$ cat config.mk
export PLATFORM = sky130hd
export DESIGN_NAME = mac_pe_stw_multi_flat
export DESIGN_NICKNAME = d
export VERILOG_FILES = /design/src/rtl/mac_pe_stw_multi_if.sv /design/src/rtl/mac_pe_stw_multi.sv /design/src/flat_wrapper.sv
export SDC_FILE = /design/constraint.sdc
export NUM_CORES = 1
export LEC_CHECK = 0
export CORE_MARGIN = 3
export CORE_UTILIZATION = 42
export DETAILED_ROUTE_END_ITERATION = 8
export PLACE_DENSITY = 0.67
export RECOVER_POWER = 50
export SYNTH_ARGS = -nofsm -noshare
export SYNTH_HDL_FRONTEND = slang
export SYNTH_SLANG_ARGS = --single-unit
$ cat constraint.sdc
create_clock -name clk -period 8.2 [get_ports clk]
set_input_delay 1.64 -clock clk [delete_from_list [all_inputs] [get_ports clk]]
set_output_delay 1.64 -clock clk [all_outputs]
set_load 0.1 [all_outputs]
$ cat src/rtl/mac_pe_stw_multi_if.sv
// PE-side bus bundle: systolic datapath, test-vector load port and self-test control/status.
interface mac_pe_stw_multi_if #(
  parameter int unsigned WORD_SIZE = 16,
  parameter int unsigned DEPTH     = 4
);
  localparam int unsigned IDX_W = (DEPTH > 1) ? $clog2(DEPTH) : 1;
  localparam int unsigned CNT_W = $clog2(DEPTH + 1);

  // Functional datapath
  logic                 op2_sel_in;
  logic                 out_sel_in;
  logic                 stat_bit_in;
  logic [1:0]           fault_inject;
  logic [WORD_SIZE-1:0] left_in;
  logic [WORD_SIZE-1:0] top_in;
  logic [WORD_SIZE-1:0] right_out;
  logic [WORD_SIZE-1:0] bottom_out;

  // Test-vector buffer write port
  logic                 tv_wr_en;
  logic [IDX_W-1:0]     tv_wr_addr;
  logic [WORD_SIZE-1:0] tv_op1;
  logic [WORD_SIZE-1:0] tv_op2;
  logic [WORD_SIZE-1:0] tv_add;
  logic [WORD_SIZE-1:0] tv_exp;

  // Self-test control and status
  logic [CNT_W-1:0]     stw_num_vec;
  logic                 stw_start;
  logic                 repair_en;
  logic                 stw_busy;
  logic                 stw_done;
  logic                 stw_pass;
  logic [CNT_W-1:0]     stw_fail_cnt;
  logic [IDX_W-1:0]     stw_fail_idx;
  logic                 bypassed;

  // Array-side driver (BIST sequencer plus neighbouring PEs)
  modport master (
    output op2_sel_in, out_sel_in, stat_bit_in, fault_inject, left_in, top_in,
    output tv_wr_en, tv_wr_addr, tv_op1, tv_op2, tv_add, tv_exp,
    output stw_num_vec, stw_start, repair_en,
    input  right_out, bottom_out,
    input  stw_busy, stw_done, stw_pass, stw_fail_cnt, stw_fail_idx, bypassed
  );

  // PE side
  modport slave (
    input  op2_sel_in, out_sel_in, stat_bit_in, fault_inject, left_in, top_in,
    input  tv_wr_en, tv_wr_addr, tv_op1, tv_op2, tv_add, tv_exp,
    input  stw_num_vec, stw_start, repair_en,
    output right_out, bottom_out,
    output stw_busy, stw_done, stw_pass, stw_fail_cnt, stw_fail_idx, bypassed
  );
endinterface

$ cat src/rtl/mac_pe_stw_multi.sv
// Systolic MAC PE (WS/IS/OS) with a multi-vector stop-the-world self-test that
// replays buffered vectors through the live multiplier/adder and can latch the PE into bypass.
module mac_pe_stw_multi #(
  parameter int unsigned WORD_SIZE = 16,
  parameter int unsigned DEPTH     = 4
) (
  input logic               clk,
  input logic               rst_n,
  mac_pe_stw_multi_if.slave bus
);
  localparam int unsigned IDX_W = (DEPTH > 1) ? $clog2(DEPTH) : 1;
  localparam int unsigned CNT_W = $clog2(DEPTH + 1);
  localparam logic [IDX_W:0]   DEPTH_A = (IDX_W + 1)'(DEPTH);
  localparam logic [CNT_W-1:0] DEPTH_C = CNT_W'(DEPTH);

  typedef enum logic [1:0] {S_IDLE, S_RUN, S_DONE} state_t;

  state_t               state_q, state_d;
  logic [IDX_W-1:0]     idx_q, idx_d;
  logic [IDX_W-1:0]     last_q, last_d;
  logic [CNT_W-1:0]     cnt_q, cnt_d;
  logic [IDX_W-1:0]     fidx_q, fidx_d;
  logic                 pass_q, pass_d;
  logic [CNT_W-1:0]     fcnt_q, fcnt_d;
  logic [IDX_W-1:0]     fidx_out_q, fidx_out_d;
  logic                 byp_q, byp_d;

  logic [WORD_SIZE-1:0] left_q, top_q, stat_q, acc_q;
  logic [WORD_SIZE-1:0] tv_op1_q [DEPTH];
  logic [WORD_SIZE-1:0] tv_op2_q [DEPTH];
  logic [WORD_SIZE-1:0] tv_add_q [DEPTH];
  logic [WORD_SIZE-1:0] tv_exp_q [DEPTH];

  logic                 busy, run, tv_we, mismatch;
  logic [CNT_W-1:0]     n_clamp;
  logic [WORD_SIZE-1:0] op1, op2, add_op, mult_raw, mult_out, sum;

  assign busy = (state_q != S_IDLE);
  assign run  = (state_q == S_RUN);

  // Shared multiplier/adder: buffered vector in RUN, WS/IS or OS operands otherwise
  always_comb begin
    op1    = left_q;
    op2    = bus.stat_bit_in ? stat_q : top_q;
    add_op = bus.stat_bit_in ? top_q  : acc_q;
    if (run) begin
      op1    = tv_op1_q[idx_q];
      op2    = tv_op2_q[idx_q];
      add_op = tv_add_q[idx_q];
    end
  end

  assign mult_raw = op1 * op2;
  assign mult_out = bus.fault_inject[0] ? {WORD_SIZE{bus.fault_inject[1]}} : mult_raw;
  assign sum      = mult_out + add_op;
  assign mismatch = (sum != tv_exp_q[idx_q]);
  assign n_clamp  = (bus.stw_num_vec > DEPTH_C) ? DEPTH_C : bus.stw_num_vec;

  // Self-test sequencer: next state, working counters and result registers
  always_comb begin
    state_d    = state_q;
    idx_d      = idx_q;
    last_d     = last_q;
    cnt_d      = cnt_q;
    fidx_d     = fidx_q;
    pass_d     = pass_q;
    fcnt_d     = fcnt_q;
    fidx_out_d = fidx_out_q;
    byp_d      = byp_q;
    tv_we      = 1'b0;
    unique case (state_q)
      S_IDLE: begin
        if (bus.stw_start) begin
          if (n_clamp == '0) begin
            state_d    = S_DONE;
            pass_d     = 1'b1;
            fcnt_d     = '0;
            fidx_out_d = '0;
          end else begin
            state_d = S_RUN;
            idx_d   = '0;
            cnt_d   = '0;
            fidx_d  = '0;
            last_d  = IDX_W'(n_clamp - 1'b1);
          end
        end else begin
          // Buffer becomes read-only from the edge that accepts a start
          tv_we = bus.tv_wr_en && ({1'b0, bus.tv_wr_addr} < DEPTH_A);
        end
      end
      S_RUN: begin
        if (mismatch) begin
          cnt_d = cnt_q + 1'b1;
          if (cnt_q == '0) fidx_d = idx_q;
        end
        if (idx_q == last_q) begin
          state_d    = S_DONE;
          pass_d     = (cnt_d == '0);
          fcnt_d     = cnt_d;
          fidx_out_d = fidx_d;
        end else begin
          idx_d = idx_q + 1'b1;
        end
      end
      S_DONE: begin
        state_d = S_IDLE;
        if (bus.repair_en && !pass_q) byp_d = 1'b1;
      end
      default: state_d = S_IDLE;
    endcase
  end

  // Sequencer state and result registers
  always_ff @(posedge clk or negedge rst_n) begin
    if (!rst_n) begin
      state_q    <= S_IDLE;
      idx_q      <= '0;
      last_q     <= '0;
      cnt_q      <= '0;
      fidx_q     <= '0;
      pass_q     <= 1'b0;
      fcnt_q     <= '0;
      fidx_out_q <= '0;
      byp_q      <= 1'b0;
    end else begin
      state_q    <= state_d;
      idx_q      <= idx_d;
      last_q     <= last_d;
      cnt_q      <= cnt_d;
      fidx_q     <= fidx_d;
      pass_q     <= pass_d;
      fcnt_q     <= fcnt_d;
      fidx_out_q <= fidx_out_d;
      byp_q      <= byp_d;
    end
  end

  // Functional pipeline registers; frozen for the whole test so the array resumes exactly
  always_ff @(posedge clk or negedge rst_n) begin
    if (!rst_n) begin
      left_q <= '0;
      top_q  <= '0;
      stat_q <= '0;
      acc_q  <= '0;
    end else if (!busy) begin
      left_q <= bus.left_in;
      top_q  <= bus.top_in;
      if (bus.op2_sel_in) stat_q <= bus.top_in;
      if (!byp_q)         acc_q  <= sum;
    end
  end

  // Test-vector buffer
  always_ff @(posedge clk or negedge rst_n) begin
    if (!rst_n) begin
      for (int unsigned i = 0; i < DEPTH; i++) begin
        tv_op1_q[i] <= '0;
        tv_op2_q[i] <= '0;
        tv_add_q[i] <= '0;
        tv_exp_q[i] <= '0;
      end
    end else if (tv_we) begin
      tv_op1_q[bus.tv_wr_addr] <= bus.tv_op1;
      tv_op2_q[bus.tv_wr_addr] <= bus.tv_op2;
      tv_add_q[bus.tv_wr_addr] <= bus.tv_add;
      tv_exp_q[bus.tv_wr_addr] <= bus.tv_exp;
    end
  end

  assign bus.right_out    = left_q;
  assign bus.bottom_out   = (byp_q || !bus.out_sel_in) ? top_q : acc_q;
  assign bus.stw_busy     = busy;
  assign bus.stw_done     = (state_q == S_DONE);
  assign bus.stw_pass     = pass_q;
  assign bus.stw_fail_cnt = fcnt_q;
  assign bus.stw_fail_idx = fidx_out_q;
  assign bus.bypassed     = byp_q;
endmodule

$ cat src/flat_wrapper.sv
// flat-port wrapper written by rule: the top's interface ports become plain ports
module mac_pe_stw_multi_flat 
#(
  parameter int unsigned WORD_SIZE = 16,
  parameter int unsigned DEPTH     = 4
)
  (clk, rst_n, bus_op2_sel_in, bus_out_sel_in, bus_stat_bit_in, bus_fault_inject, bus_left_in, bus_top_in, bus_tv_wr_en, bus_tv_wr_addr, bus_tv_op1, bus_tv_op2, bus_tv_add, bus_tv_exp, bus_stw_num_vec, bus_stw_start, bus_repair_en, bus_right_out, bus_bottom_out, bus_stw_busy, bus_stw_done, bus_stw_pass, bus_stw_fail_cnt, bus_stw_fail_idx, bus_bypassed);
  mac_pe_stw_multi_if #(.WORD_SIZE(WORD_SIZE), .DEPTH(DEPTH)) bus_i ();
  input logic clk;
  input logic rst_n;
  input wire logic [$bits(bus_i.op2_sel_in)-1:0] bus_op2_sel_in;
  input wire logic [$bits(bus_i.out_sel_in)-1:0] bus_out_sel_in;
  input wire logic [$bits(bus_i.stat_bit_in)-1:0] bus_stat_bit_in;
  input wire logic [$bits(bus_i.fault_inject)-1:0] bus_fault_inject;
  input wire logic [$bits(bus_i.left_in)-1:0] bus_left_in;
  input wire logic [$bits(bus_i.top_in)-1:0] bus_top_in;
  input wire logic [$bits(bus_i.tv_wr_en)-1:0] bus_tv_wr_en;
  input wire logic [$bits(bus_i.tv_wr_addr)-1:0] bus_tv_wr_addr;
  input wire logic [$bits(bus_i.tv_op1)-1:0] bus_tv_op1;
  input wire logic [$bits(bus_i.tv_op2)-1:0] bus_tv_op2;
  input wire logic [$bits(bus_i.tv_add)-1:0] bus_tv_add;
  input wire logic [$bits(bus_i.tv_exp)-1:0] bus_tv_exp;
  input wire logic [$bits(bus_i.stw_num_vec)-1:0] bus_stw_num_vec;
  input wire logic [$bits(bus_i.stw_start)-1:0] bus_stw_start;
  input wire logic [$bits(bus_i.repair_en)-1:0] bus_repair_en;
  output wire logic [$bits(bus_i.right_out)-1:0] bus_right_out;
  output wire logic [$bits(bus_i.bottom_out)-1:0] bus_bottom_out;
  output wire logic [$bits(bus_i.stw_busy)-1:0] bus_stw_busy;
  output wire logic [$bits(bus_i.stw_done)-1:0] bus_stw_done;
  output wire logic [$bits(bus_i.stw_pass)-1:0] bus_stw_pass;
  output wire logic [$bits(bus_i.stw_fail_cnt)-1:0] bus_stw_fail_cnt;
  output wire logic [$bits(bus_i.stw_fail_idx)-1:0] bus_stw_fail_idx;
  output wire logic [$bits(bus_i.bypassed)-1:0] bus_bypassed;
  assign bus_i.op2_sel_in = bus_op2_sel_in;
  assign bus_i.out_sel_in = bus_out_sel_in;
  assign bus_i.stat_bit_in = bus_stat_bit_in;
  assign bus_i.fault_inject = bus_fault_inject;
  assign bus_i.left_in = bus_left_in;
  assign bus_i.top_in = bus_top_in;
  assign bus_i.tv_wr_en = bus_tv_wr_en;
  assign bus_i.tv_wr_addr = bus_tv_wr_addr;
  assign bus_i.tv_op1 = bus_tv_op1;
  assign bus_i.tv_op2 = bus_tv_op2;
  assign bus_i.tv_add = bus_tv_add;
  assign bus_i.tv_exp = bus_tv_exp;
  assign bus_i.stw_num_vec = bus_stw_num_vec;
  assign bus_i.stw_start = bus_stw_start;
  assign bus_i.repair_en = bus_repair_en;
  assign bus_right_out = bus_i.right_out;
  assign bus_bottom_out = bus_i.bottom_out;
  assign bus_stw_busy = bus_i.stw_busy;
  assign bus_stw_done = bus_i.stw_done;
  assign bus_stw_pass = bus_i.stw_pass;
  assign bus_stw_fail_cnt = bus_i.stw_fail_cnt;
  assign bus_stw_fail_idx = bus_i.stw_fail_idx;
  assign bus_bypassed = bus_i.bypassed;
  mac_pe_stw_multi #(.WORD_SIZE(WORD_SIZE), .DEPTH(DEPTH)) u_core (.clk(clk), .rst_n(rst_n), .bus(bus_i));
endmodule
==> impl_metrics.prom, run 1 <==
# TYPE chip_impl_metric gauge
chip_impl_metric{name="m1WireLength",unit="um"} 23690
chip_impl_metric{name="syn_area",unit="mm2"} 0.02023
chip_impl_metric{name="core_region_area",unit="mm2"} 0.04705
chip_impl_metric{name="global_route.usage.total",unit="%"} 21.61
chip_impl_metric{name="regToRegSetupSlack",unit="ns"} 0.10
chip_impl_metric{name="detailedRoute.firstIterationViolations",unit=""} 815
chip_impl_metric{name="placedCellCount",unit=""} 2456
chip_impl_metric{name="dr.pass1.iters",unit=""} 5
chip_impl_metric{name="postSynthNetCount",unit=""} 1902
chip_impl_info{name="slowest_stage_cell_crit_path",value="fa_1"} 1
chip_impl_metric{name="multiInputGateArea",unit="mm2"} 0.01123
chip_impl_metric{name="cp_slowest_stage_delay",unit="ns"} 0.56
chip_impl_metric{name="critPathArrivalTime",unit="ns"} 8.71
chip_impl_metric{name="die-width",unit="um"} 225.5
chip_impl_metric{name="critical_path_buf_inv_count",unit=""} 8
chip_impl_info{name="ys_top_cells_by_count",value="dfrtp_1 (338), mux2_2 (327), nand2_1 (145)"} 1
chip_impl_metric{name="cts_htree_levels",unit=""} 2
chip_impl_info{name="post_synth_main_area_contributors",value="dfrtp_1 (42%), mux2_2 (18%), fa_1 (8.0%), mux4_2 (7.0%), ha_1 (4.1%)"} 1
chip_impl_metric{name="finalWorstPathRequiredPeriod",unit="ns"} 8.259
chip_impl_metric{name="yosysSeqAreaShare",unit="%"} 41.80
chip_impl_info{name="r2r_start",value="u_core.idx_q[0]"} 1
chip_impl_metric{name="cts-buffers-inserted",unit=""} 38
chip_impl_info{name="worst_setup_path_start_kind",value="primary input"} 1
chip_impl_metric{name="grt_start_max_net_pins",unit=""} 179
chip_impl_metric{name="met2WireLength",unit="um"} 26210
chip_impl_info{name="end_kind",value="register"} 1
chip_impl_metric{name="maxSlewHeadroom",unit="%"} -240.8
chip_impl_metric{name="final_hold_viol_count",unit=""} 0
chip_impl_info{name="worstSetupPathType",value="primary input to register"} 1
chip_impl_metric{name="floorplan.die_area",unit="mm2"} 0.05085
chip_impl_metric{name="post_synth_top_area_share",unit="%"} 41.80
chip_impl_metric{name="flow.area_growth_from_synthesis",unit="%"} 23.56
chip_impl_metric{name="finalSetupViolCount",unit=""} 7
chip_impl_info{name="synth.most_common_cell",value="dfrtp_1"} 1
chip_impl_metric{name="tritoncts_num_sinks",unit=""} 338
chip_impl_metric{name="maxCapViolations",unit=""} 2
chip_impl_metric{name="antenna_violations_before_repair",unit=""} 2
chip_impl_metric{name="drt-total-wl",unit="um"} 53960
chip_impl_metric{name="dp_hpwl",unit="um"} 40170
chip_impl_metric{name="critPathRequiredTime",unit="ns"} 8.65
chip_impl_metric{name="r2r_cells",unit=""} 36
chip_impl_metric{name="grt.overflow.total",unit=""} 0
chip_impl_metric{name="count_of_fill_cells_added_during_filler_insertion",unit=""} 4036
chip_impl_metric{name="rows",unit=""} 79
chip_impl_metric{name="cts-hold-fix-buffers",unit=""} 0
chip_impl_metric{name="cts-root-to-sink-buffers",unit=""} 3
chip_impl_metric{name="route.met3.wl",unit="um"} 3112
chip_impl_metric{name="final_core_util",unit="%"} 53.14
chip_impl_metric{name="clock_pin_transition_on_the_worst_setup_and_hold_timing_paths",unit="ns"} 0.06
chip_impl_metric{name="vias",unit=""} 13570
chip_impl_info{name="synth_top_cell_by_area",value="dfrtp_1"} 1
chip_impl_metric{name="die_h",unit="um"} 225.5
chip_impl_metric{name="reg_area",unit="mm2"} 0.008463
chip_impl_metric{name="finalWorstSetupSlack",unit="ns"} -0.05947
chip_impl_metric{name="max_clock_skew",unit="ns"} 0.02088
chip_impl_metric{name="yosys.cell_types.count",unit=""} 59
chip_impl_metric{name="clock_latency_on_the_worst_skew_pair",unit="ns"} 0.56
chip_impl_metric{name="drive_above_1_share",unit="%"} 35.93
chip_impl_metric{name="accumulated_negative_setup_slack",unit="ns"} -0.1802
chip_impl_metric{name="post_drt_wl_per_cell",unit="um"} 21.28
chip_impl_metric{name="place_congestion",unit=""} 0.9494
chip_impl_metric{name="drv_slew",unit=""} 164
chip_impl_info{name="setup.worst_path.start",value="bus_stat_bit_in"} 1
chip_impl_info{name="hp-class",value="register to register"} 1
chip_impl_info{name="crit-reg2reg-capture",value="u_core.bus.stw_fail_cnt[2]"} 1
chip_impl_metric{name="final_min_period_over_clock_period",unit="%"} 100.7
chip_impl_metric{name="post_synth.cell_area_avg",unit="um2"} 12.32
chip_impl_metric{name="first_global_vias",unit=""} 14480
chip_impl_metric{name="synth.yosys.warnings",unit=""} 0
chip_impl_info{name="routed.top_layer",value="met5"} 1
chip_impl_metric{name="clock.fmax",unit="MHz"} 121.1
chip_impl_metric{name="antenna_violating_nets_post_route",unit=""} 0
chip_impl_metric{name="mean_number_of_vias_per_cell",unit=""} 5.351
chip_impl_metric{name="instances_no_fill",unit=""} 2536
chip_impl_metric{name="portBuffers",unit=""} 151
chip_impl_info{name="unrepaired_setup_endpoints_after_global_routing",value="true"} 1
chip_impl_metric{name="fin_nets",unit=""} 2161
chip_impl_metric{name="number_of_enable_flip_flop_cells_after_synthesis",unit=""} 0
chip_impl_info{name="failing_checks",value="capacitance limit, slew limit, setup timing"} 1
chip_impl_info{name="cts_tree",value="built"} 1
chip_impl_metric{name="fin_area",unit="mm2"} 0.02500
chip_impl_metric{name="route.detailed.drc",unit=""} 0
chip_impl_info{name="end_point_of_the_critical_path",value="u_core.bus.stw_pass"} 1
chip_impl_info{name="cts_root_buffer",value="clkbuf_16"} 1
chip_impl_metric{name="placedInstanceArea",unit="mm2"} 0.02324
chip_impl_info{name="synthFlopType",value="dfrtp_1"} 1
chip_impl_metric{name="grt_first_pass_wirelength",unit="um"} 84240
chip_impl_metric{name="synth.ff_latch_count",unit=""} 338
chip_impl_info{name="critical-path-top-delay-family",value="adder cells"} 1
chip_impl_metric{name="critical_path_cell_count",unit=""} 30
chip_impl_info{name="run_status",value="finished with violations"} 1
chip_impl_metric{name="boundaryPins",unit=""} 152
chip_impl_metric{name="synthCells",unit=""} 1643
chip_impl_metric{name="synthArstFlopShare",unit="%"} 100.0
chip_impl_info{name="crit_path_frequent_cell",value="fa_1"} 1
chip_impl_metric{name="worst-path-max-fanout",unit=""} 8
chip_impl_metric{name="antenna_cells_inserted",unit=""} 0
chip_impl_metric{name="worst-slew-pin-transition",unit="ns"} 5.111
chip_impl_metric{name="effective_utilization_at_floorplan",unit="%"} 43.01
-- repair_timing --
item                       4_1_cts  5_1_grt
buffers inserted                 8        4
gates resized for setup         44       44
setup endpoints to repair       11       11
pin swaps                       17       37
cloned                           1        0
-- flip-flops by register name (all words and copies together), names as in the netlist --
signal,cells
u_core.tv_add_q,64
u_core.tv_exp_q,64
u_core.tv_op1_q,64
u_core.tv_op2_q,64
u_core.acc_q,16
u_core.bus.right_out,16
u_core.stat_q,16
u_core.top_q,16
u_core.bus.stw_fail_cnt,3
u_core.cnt_q,3
u_core.bus.stw_fail_idx,2
u_core.fidx_q,2
u_core.idx_q,2
u_core.last_q,2
u_core.state_q,2
u_core.bus.bypassed,1
u_core.bus.stw_pass,1
-- metal layers --
metal,GRT usage [%],vias to the layer above
met4,5.125,4
met1,29.45,7055
met2,35.46,292
li1,-,6157
met5,0,-
met3,4.872,62
-- cells in the final DEF (no fill, tap or decap), types with 8 or more instances in the layout --
cell type / count
a21oi_1: 20
buf_4: 136
clkbuf_1: 8
clkbuf_16: 39
clkbuf_8: 8
clkdlybuf4s50_1: 114
dfrtp_1: 336
dlygate4sd3_1: 35
fa_1: 80
ha_1: 57
ha_4: 8
inv_1: 127
mux2_2: 324
mux2i_1: 32
mux4_2: 63
nand2_1: 143
nand2b_1: 13
nand3_1: 14
nor2_1: 79
nor2_2: 13
o21ai_0: 35
o21ai_1: 20
xnor2_1: 38
xor2_1: 25
-- per-stage QoR --
step | worst slack, ns | hold slack [ns]
after global routing | -0.3264 | 0.5123
final | -0.05947 | 0.4970
after detailed placement | -0.9362 | 0.4786
after CTS | -0.02916 | 0.4992
after floorplan | -0.4363 | 0.4615
after global placement | -0.7914 | 0.4722
-- kinds of logic (layout without fill, tap and decap cells) --
kind of cell               Yosys count  after routing  synth area share (%)
buffers and inverters              215            501                 4.514
adders and majority gates          148            148                 12.16
xor gates and xnor gates            72             72                 3.432
DFF                                338            338                 41.80
and+or+nand+nor                    306            306                 6.585
muxes                              435            435                 27.72
AOI/OAI and AO/OA                  129            129                 3.791
-- worst min-delay path by stage --
stage	end	from	depth (start not counted)
2_1_floorplan	u_core.acc_q[11]	u_core.acc_q[11]	2
3_3_place_gp	u_core.bus.stw_fail_idx[1]	u_core.bus.stw_fail_idx[1]	2
3_5_place_dp	u_core.bus.stw_fail_idx[1]	u_core.bus.stw_fail_idx[1]	2
4_1_cts	u_core.acc_q[1]	u_core.acc_q[1]	2
5_1_grt	u_core.tv_exp_q[11]	u_core.tv_exp_q[11]	1
6_report	u_core.tv_op2_q[17]	u_core.tv_op2_q[17]	1
-- final cells by class --
type | count | share of cell area (%)
clock buffers | 54 | 4.449
flip-flops and latches | 338 | 33.85
inverters | 134 | 2.012
well taps | 607 | 3.038
multi-input cells | 1090 | 44.93
clock inverters | 13 | 0.8608
repair buffers | 300 | 10.86
Power of run 1 is not shown: default switching activity piles up to over one toggle a cycle in this logic, so the estimate is an artifact.
==> inputs of run 2 (changes only) <==
--- a/config.mk
+++ b/config.mk
@@ -5,11 +5,12 @@
 export SDC_FILE = /design/constraint.sdc
 export NUM_CORES = 1
 export LEC_CHECK = 0
+export ABC_CLOCK_PERIOD_IN_PS = 8200
 export CORE_MARGIN = 3
 export CORE_UTILIZATION = 42
 export DETAILED_ROUTE_END_ITERATION = 8
 export PLACE_DENSITY = 0.67
-export RECOVER_POWER = 50
+export RECOVER_POWER = 100
 export SYNTH_ARGS = -nofsm -noshare
 export SYNTH_HDL_FRONTEND = slang
 export SYNTH_SLANG_ARGS = --single-unit
==> run 2 against run 1 <==
Effect of this change:
- the run still ends with capacitance limit, slew limit, setup timing left
- sequential share of layout area hardly changed
- maximum frequency about the same
- critical path depth stayed put
- die area unchanged
- register-to-register slack about the same
- setup slack worse by 0.0054 ns
- global-route usage stayed put
- non-clock buffer count unchanged
- clock skew hardly changed
- via count did not move
- critical path type unchanged
==> impl_metrics.prom, run 2 (same netlist as run 1, synthesis figures left out) <==
# TYPE chip_impl_metric gauge
chip_impl_metric{name="drive_above_1_share",unit="%"} 35.56
chip_impl_info{name="failing_checks",value="capacitance limit, slew limit, setup timing"} 1
chip_impl_metric{name="worst-slew-pin-transition",unit="ns"} 5.072
chip_impl_metric{name="worst-path-max-fanout",unit=""} 8
chip_impl_info{name="worst_setup_path_start_kind",value="primary input"} 1
chip_impl_metric{name="reg_area",unit="mm2"} 0.008463
chip_impl_metric{name="post_drt_wl_per_cell",unit="um"} 21.27
chip_impl_metric{name="first_global_vias",unit=""} 14480
chip_impl_metric{name="clock_pin_transition_on_the_worst_setup_and_hold_timing_paths",unit="ns"} 0.06
chip_impl_metric{name="dr.pass1.iters",unit=""} 5
chip_impl_metric{name="global_route.usage.total",unit="%"} 21.61
chip_impl_metric{name="rows",unit=""} 79
chip_impl_info{name="unrepaired_setup_endpoints_after_global_routing",value="true"} 1
chip_impl_metric{name="maxSlewHeadroom",unit="%"} -238.1
chip_impl_info{name="end_kind",value="register"} 1
chip_impl_metric{name="grt_start_max_net_pins",unit=""} 179
chip_impl_metric{name="final_min_period_over_clock_period",unit="%"} 100.8
chip_impl_metric{name="boundaryPins",unit=""} 152
chip_impl_metric{name="die_h",unit="um"} 225.5
chip_impl_metric{name="max_clock_skew",unit="ns"} 0.02057
chip_impl_metric{name="final_hold_viol_count",unit=""} 0
chip_impl_metric{name="flow.area_growth_from_synthesis",unit="%"} 23.43
chip_impl_metric{name="dp_hpwl",unit="um"} 40170
chip_impl_metric{name="route.detailed.drc",unit=""} 0
chip_impl_metric{name="critPathRequiredTime",unit="ns"} 8.65
chip_impl_metric{name="portBuffers",unit=""} 151
chip_impl_info{name="run_status",value="finished with violations"} 1
chip_impl_info{name="cts_root_buffer",value="clkbuf_16"} 1
chip_impl_info{name="final_common_cell",value="dfrtp_1"} 1
chip_impl_metric{name="drv_slew",unit=""} 379
chip_impl_info{name="hp-class",value="register to register"} 1
chip_impl_info{name="slowest_stage_cell_crit_path",value="fa_1"} 1
chip_impl_metric{name="timing.hold.worst_path_depth",unit=""} 1
chip_impl_metric{name="fin_nets",unit=""} 2161
chip_impl_metric{name="vias",unit=""} 13570
chip_impl_metric{name="mean_number_of_vias_per_cell",unit=""} 5.351
chip_impl_metric{name="cts-hold-fix-buffers",unit=""} 0
chip_impl_metric{name="cts-root-to-sink-buffers",unit=""} 3
chip_impl_metric{name="core_region_area",unit="mm2"} 0.04705
chip_impl_metric{name="place_congestion",unit=""} 0.9494
chip_impl_metric{name="final_core_util",unit="%"} 53.08
chip_impl_metric{name="cp_slowest_stage_delay",unit="ns"} 0.56
chip_impl_metric{name="cts_htree_levels",unit=""} 2
chip_impl_metric{name="floorplan.die_area",unit="mm2"} 0.05085
chip_impl_info{name="crit_path_frequent_cell",value="fa_1"} 1
chip_impl_metric{name="effective_utilization_at_floorplan",unit="%"} 43.01
chip_impl_metric{name="die-width",unit="um"} 225.5
chip_impl_info{name="cts_tree",value="built"} 1
chip_impl_metric{name="drt-total-wl",unit="um"} 53940
chip_impl_metric{name="antenna_violations_before_repair",unit=""} 2
chip_impl_metric{name="maxCapViolations",unit=""} 6
chip_impl_metric{name="count_of_fill_cells_added_during_filler_insertion",unit=""} 4045
chip_impl_metric{name="clock.fmax",unit="MHz"} 121.0
chip_impl_metric{name="detailedRoute.firstIterationViolations",unit=""} 803
chip_impl_metric{name="grt_first_pass_wirelength",unit="um"} 84240
chip_impl_metric{name="antenna_cells_inserted",unit=""} 0
chip_impl_metric{name="finalWorstPathRequiredPeriod",unit="ns"} 8.265
chip_impl_metric{name="placedInstanceArea",unit="mm2"} 0.02324
chip_impl_metric{name="multiInputGateArea",unit="mm2"} 0.01123
chip_impl_metric{name="cts-buffers-inserted",unit=""} 38
chip_impl_metric{name="clock_latency_on_the_worst_skew_pair",unit="ns"} 0.56
chip_impl_metric{name="fin_area",unit="mm2"} 0.02498
chip_impl_info{name="worstSetupPathType",value="primary input to register"} 1
chip_impl_metric{name="tritoncts_num_sinks",unit=""} 338
chip_impl_metric{name="grt.overflow.total",unit=""} 0
chip_impl_metric{name="antenna_violating_nets_post_route",unit=""} 0
chip_impl_metric{name="finalSetupViolCount",unit=""} 7
chip_impl_metric{name="r2r_cells",unit=""} 35
chip_impl_metric{name="finalWorstSetupSlack",unit="ns"} -0.06484
chip_impl_metric{name="critPathArrivalTime",unit="ns"} 8.71
chip_impl_info{name="layout.cells.most_common_list",value="dfrtp_1 (336), mux2_2 (324), nand2_1 (144), buf_4 (130), inv_1 (127)"} 1
chip_impl_metric{name="accumulated_negative_setup_slack",unit="ns"} -0.1949
run 2: cell count changes in the layout (fill, tap and decap cells not counted), sizes merged:
cell | previous run | this run
clkbuf | 56 | 62
dlygate4sd3 | 35 | 77
buf | 149 | 143
clkdlybuf4s50 | 114 | 72
run 2: what timing repair did:
| item | CTS | global route |
|---|---|---|
| gates cloned | 1 | 0 |
| gates resized for setup | 44 | 44 |
| endpoints found under the setup margin | 11 | 11 |
| setup buffers | 8 | 4 |
| pin swaps | 17 | 37 |
run 2: metrics by stage:
step	instances	hold slack [ns]	worst slack, ns
after CTS	2532	0.4992	-0.02916
after detailed placement	2456	0.4786	-0.9362
after global routing	2536	0.5127	-0.3314
final	2536	0.4973	-0.06484
after floorplan	1643	0.4615	-0.4363
after global placement	2456	0.4722	-0.7914
run 2: critical path, delay by kind of cell:
kind / cells / cell delay (ns)
simple gates: 3 / 0.29
xor+xnor: 8 / 1.78
fa+ha+maj: 6 / 2.86
compound gates: 1 / 0.31
mux: 4 / 0.97
buf+inv: 8 / 0.84
run 2: path summary, 6_finish.rpt:
| kind | startpoint | to | slack (ns) |
|---|---|---|---|
| max reg2reg | u_core.idx_q[0] | u_core.bus.stw_pass | 0.11 |
| min | u_core.tv_op2_q[17] | u_core.tv_op2_q[17] | 0.50 |
| max in group asynchronous | rst_n | u_core.stat_q[9] | 1.55 |
| min reg2reg | u_core.tv_op2_q[17] | u_core.tv_op2_q[17] | 0.50 |
| max | bus_stat_bit_in | u_core.bus.stw_pass | -0.06 |
| min in group asynchronous | rst_n | u_core.tv_exp_q[9] | 2.92 |
run 2: cell type report:
cell class	count	area share (%)
Tap cell	607	3.041
Clock buffer	54	4.454
Timing Repair Buffer	300	10.80
Multi-Input combinational cell	1090	44.95
Sequential cell	338	33.89
Inverter	134	2.014
Clock inverter	13	0.8617
run 2: routing by layer:
metal | GRT usage, % | vias to the layer above | routed length [um]
met5 | 0 | - | 21
met4 | 5.125 | 4 | 944
met3 | 4.872 | 64 | 3401
met2 | 35.46 | 293 | 26140
met1 | 29.45 | 7042 | 23440
li1 | - | 6167 | -
Power of run 2 is left out for the same reason.
==> inputs of run 3 (changes only) <==
--- a/config.mk
+++ b/config.mk
@@ -7,9 +7,10 @@
 export LEC_CHECK = 0
 export ABC_CLOCK_PERIOD_IN_PS = 8200
 export CORE_MARGIN = 3
-export CORE_UTILIZATION = 42
+export CORE_UTILIZATION = 54
 export DETAILED_ROUTE_END_ITERATION = 8
-export PLACE_DENSITY = 0.67
+export HOLD_SLACK_MARGIN = 0.05
+export PLACE_DENSITY = 0.81
 export RECOVER_POWER = 100
 export SYNTH_ARGS = -nofsm -noshare
 export SYNTH_HDL_FRONTEND = slang
==> run 3 against run 2 <==
Effect of this change:
- the flow still finishes with violations (capacitance limit, slew limit, setup timing)
- maximum frequency down 1.4%
- count of clock-buffer cells in the layout unchanged
- register-to-register slack worse by 0.18 ns
- setup slack worse by 0.12 ns
- first-iteration DRC count up 12%
- global-route usage up 5.1 points
- final area down 1.5%
- clock skew up 0.0016 ns
- non-clock buffer count up 1
- critical path depth up 4
- final cell count down 5.4%
==> impl_metrics.prom, run 3 (same netlist as run 1, synthesis figures left out) <==
# TYPE chip_impl_metric gauge
chip_impl_metric{name="cts-root-to-sink-buffers",unit=""} 3
chip_impl_metric{name="global_route.usage.total",unit="%"} 26.74
chip_impl_info{name="final_common_cell",value="dfrtp_1"} 1
chip_impl_metric{name="drv_slew",unit=""} 590
chip_impl_metric{name="drt-total-wl",unit="um"} 52890
chip_impl_metric{name="critPathRequiredTime",unit="ns"} 8.63
chip_impl_metric{name="cts-hold-fix-buffers",unit=""} 0
chip_impl_metric{name="cts_htree_levels",unit=""} 2
chip_impl_info{name="failing_checks",value="capacitance limit, slew limit, setup timing"} 1
chip_impl_metric{name="die-width",unit="um"} 199.6
chip_impl_metric{name="placedInstanceArea",unit="mm2"} 0.02304
chip_impl_metric{name="dr.pass1.iters",unit=""} 7
chip_impl_metric{name="cp_slowest_stage_delay",unit="ns"} 0.54
chip_impl_metric{name="detailedRoute.firstIterationViolations",unit=""} 901
chip_impl_metric{name="fin_nets",unit=""} 2161
chip_impl_info{name="cts_tree",value="built"} 1
chip_impl_metric{name="finalWorstPathRequiredPeriod",unit="ns"} 8.386
chip_impl_info{name="worstSetupPathType",value="primary input to register"} 1
chip_impl_info{name="cts_root_buffer",value="clkbuf_16"} 1
chip_impl_info{name="crit_path_frequent_cell",value="fa_1"} 1
chip_impl_metric{name="grt.overflow.total",unit=""} 0
chip_impl_info{name="worst_setup_path_start_kind",value="primary input"} 1
chip_impl_info{name="unrepaired_setup_endpoints_after_global_routing",value="true"} 1
chip_impl_metric{name="count_of_fill_cells_added_during_filler_insertion",unit=""} 2677
chip_impl_metric{name="antenna_violating_nets_post_route",unit=""} 0
chip_impl_metric{name="clock_latency_on_the_worst_skew_pair",unit="ns"} 0.54
chip_impl_metric{name="boundaryPins",unit=""} 152
chip_impl_info{name="hp-class",value="register to register"} 1
chip_impl_metric{name="first_global_vias",unit=""} 14830
chip_impl_metric{name="route.detailed.drc",unit=""} 0
chip_impl_metric{name="mean_number_of_vias_per_cell",unit=""} 5.853
chip_impl_metric{name="final_min_period_over_clock_period",unit="%"} 102.3
chip_impl_metric{name="drive_above_1_share",unit="%"} 34.63
chip_impl_metric{name="tritoncts_num_sinks",unit=""} 338
chip_impl_metric{name="effective_utilization_at_floorplan",unit="%"} 55.01
chip_impl_metric{name="maxSlewHeadroom",unit="%"} -204.6
chip_impl_metric{name="dp_hpwl",unit="um"} 38120
chip_impl_metric{name="worst-slew-pin-transition",unit="ns"} 4.568
chip_impl_info{name="layout.cells.most_common_list",value="dfrtp_1 (336), mux2_2 (322), nand2_1 (142), buf_4 (133), inv_1 (130)"} 1
chip_impl_metric{name="rows",unit=""} 70
chip_impl_metric{name="flow.area_growth_from_synthesis",unit="%"} 21.52
chip_impl_metric{name="clock.fmax",unit="MHz"} 119.2
chip_impl_metric{name="grt_first_pass_wirelength",unit="um"} 82300
chip_impl_metric{name="final_hold_viol_count",unit=""} 0
chip_impl_metric{name="maxCapViolations",unit=""} 7
chip_impl_metric{name="core_region_area",unit="mm2"} 0.03679
chip_impl_metric{name="critPathArrivalTime",unit="ns"} 8.81
chip_impl_metric{name="die_h",unit="um"} 199.6
chip_impl_metric{name="accumulated_negative_setup_slack",unit="ns"} -0.9705
chip_impl_metric{name="finalSetupViolCount",unit=""} 9
chip_impl_info{name="run_status",value="finished with violations"} 1
chip_impl_metric{name="worst-path-max-fanout",unit=""} 8
chip_impl_info{name="end_kind",value="register"} 1
chip_impl_metric{name="post_drt_wl_per_cell",unit="um"} 22.05
chip_impl_metric{name="grt_start_max_net_pins",unit=""} 180
chip_impl_metric{name="place_congestion",unit=""} 0.9824
chip_impl_info{name="slowest_stage_cell_crit_path",value="fa_1"} 1
chip_impl_metric{name="portBuffers",unit=""} 151
chip_impl_metric{name="finalWorstSetupSlack",unit="ns"} -0.1859
chip_impl_metric{name="clock_pin_transition_on_the_worst_setup_and_hold_timing_paths",unit="ns"} 0.06
chip_impl_metric{name="cts-buffers-inserted",unit=""} 37
chip_impl_metric{name="antenna_violations_before_repair",unit=""} 2
chip_impl_metric{name="max_clock_skew",unit="ns"} 0.02214
chip_impl_metric{name="floorplan.die_area",unit="mm2"} 0.03983
chip_impl_metric{name="fin_area",unit="mm2"} 0.02459
chip_impl_metric{name="vias",unit=""} 14040
## run 3: changes by cell type in the layout (fill, tap and decap cells not counted), sizes merged
cell	previous run	this run
clkbuf	62	63
diode	0	1
clkinv	4	8
inv	137	135
bufinv	5	2
## run 3: area by class of cell
type,count,area [um2],share of cell area [%]
Antenna cell,1,2.502,0.01018
Clock inverter,12,158.9,0.6462
Sequential cell,338,8463,34.42
Clock buffer,54,1050,4.269
Multi-Input combinational cell,1090,11130,45.28
Inverter,134,503.0,2.045
Timing Repair Buffer,301,2694,10.96
Tap cell,468,585.6,2.381
## run 3: through the flow
| step | util, % | hold slack [ns] | setup WS, ns | instances |
|---|---|---|---|---|
| global route | 66.85 | 0.5110 | -0.4079 | 2398 |
| global placement | 62.63 | 0.4751 | -0.8713 | 2313 |
| finish | 66.85 | 0.5000 | -0.1859 | 2398 |
| detailed placement | 62.63 | 0.4853 | -0.9385 | 2313 |
| floorplan | - | 0.4615 | -0.4363 | 1643 |
| CTS | 66.20 | 0.5005 | 0.001271 | 2383 |
## run 3: final timing paths
kind	from	slack, ns	cells after the start	end
setup / recovery	bus_stat_bit_in	-0.19	34	u_core.fidx_q[1]
hold / removal	u_core.tv_add_q[26]	0.50	1	u_core.tv_add_q[26]
setup reg to reg	u_core.idx_q[0]	-0.07	35	u_core.fidx_q[1]
hold reg to reg	u_core.tv_add_q[26]	0.50	1	u_core.tv_add_q[26]
max in group asynchronous	rst_n	0.83	2	u_core.idx_q[0]
min in group asynchronous	rst_n	2.72	1	u_core.tv_op2_q[41]
## run 3: metal layers
layer	up-vias	global-route usage, %	wire, um
met5	-	0	0
li1	6170	-	-
met1	7323	37.43	22590
met3	84	2.984	2725
met4	0	6.668	1210
met2	459	45.27	26360
## run 3: worst max-delay path, delay by kind of cell
| kind | cells | cell delay (ns) |
|---|---|---|
| buffers and inverters | 9 | 0.92 |
| AO/OA/AOI/OAI | 4 | 0.72 |
| XOR/XNOR | 3 | 0.62 |
| AND/OR/NAND/NOR | 8 | 0.81 |
| adder cells (fa/ha/maj) | 8 | 3.60 |
| multiplexers | 2 | 0.44 |
## run 3: timing repair
item	in CTS	in global routing
buffers inserted	4	15
setup endpoints to repair	11	11
pin swaps	8	19
gates resized for setup	25	41
hold endpoints to repair	0	0
Power of run 3 is left out for the same reason.
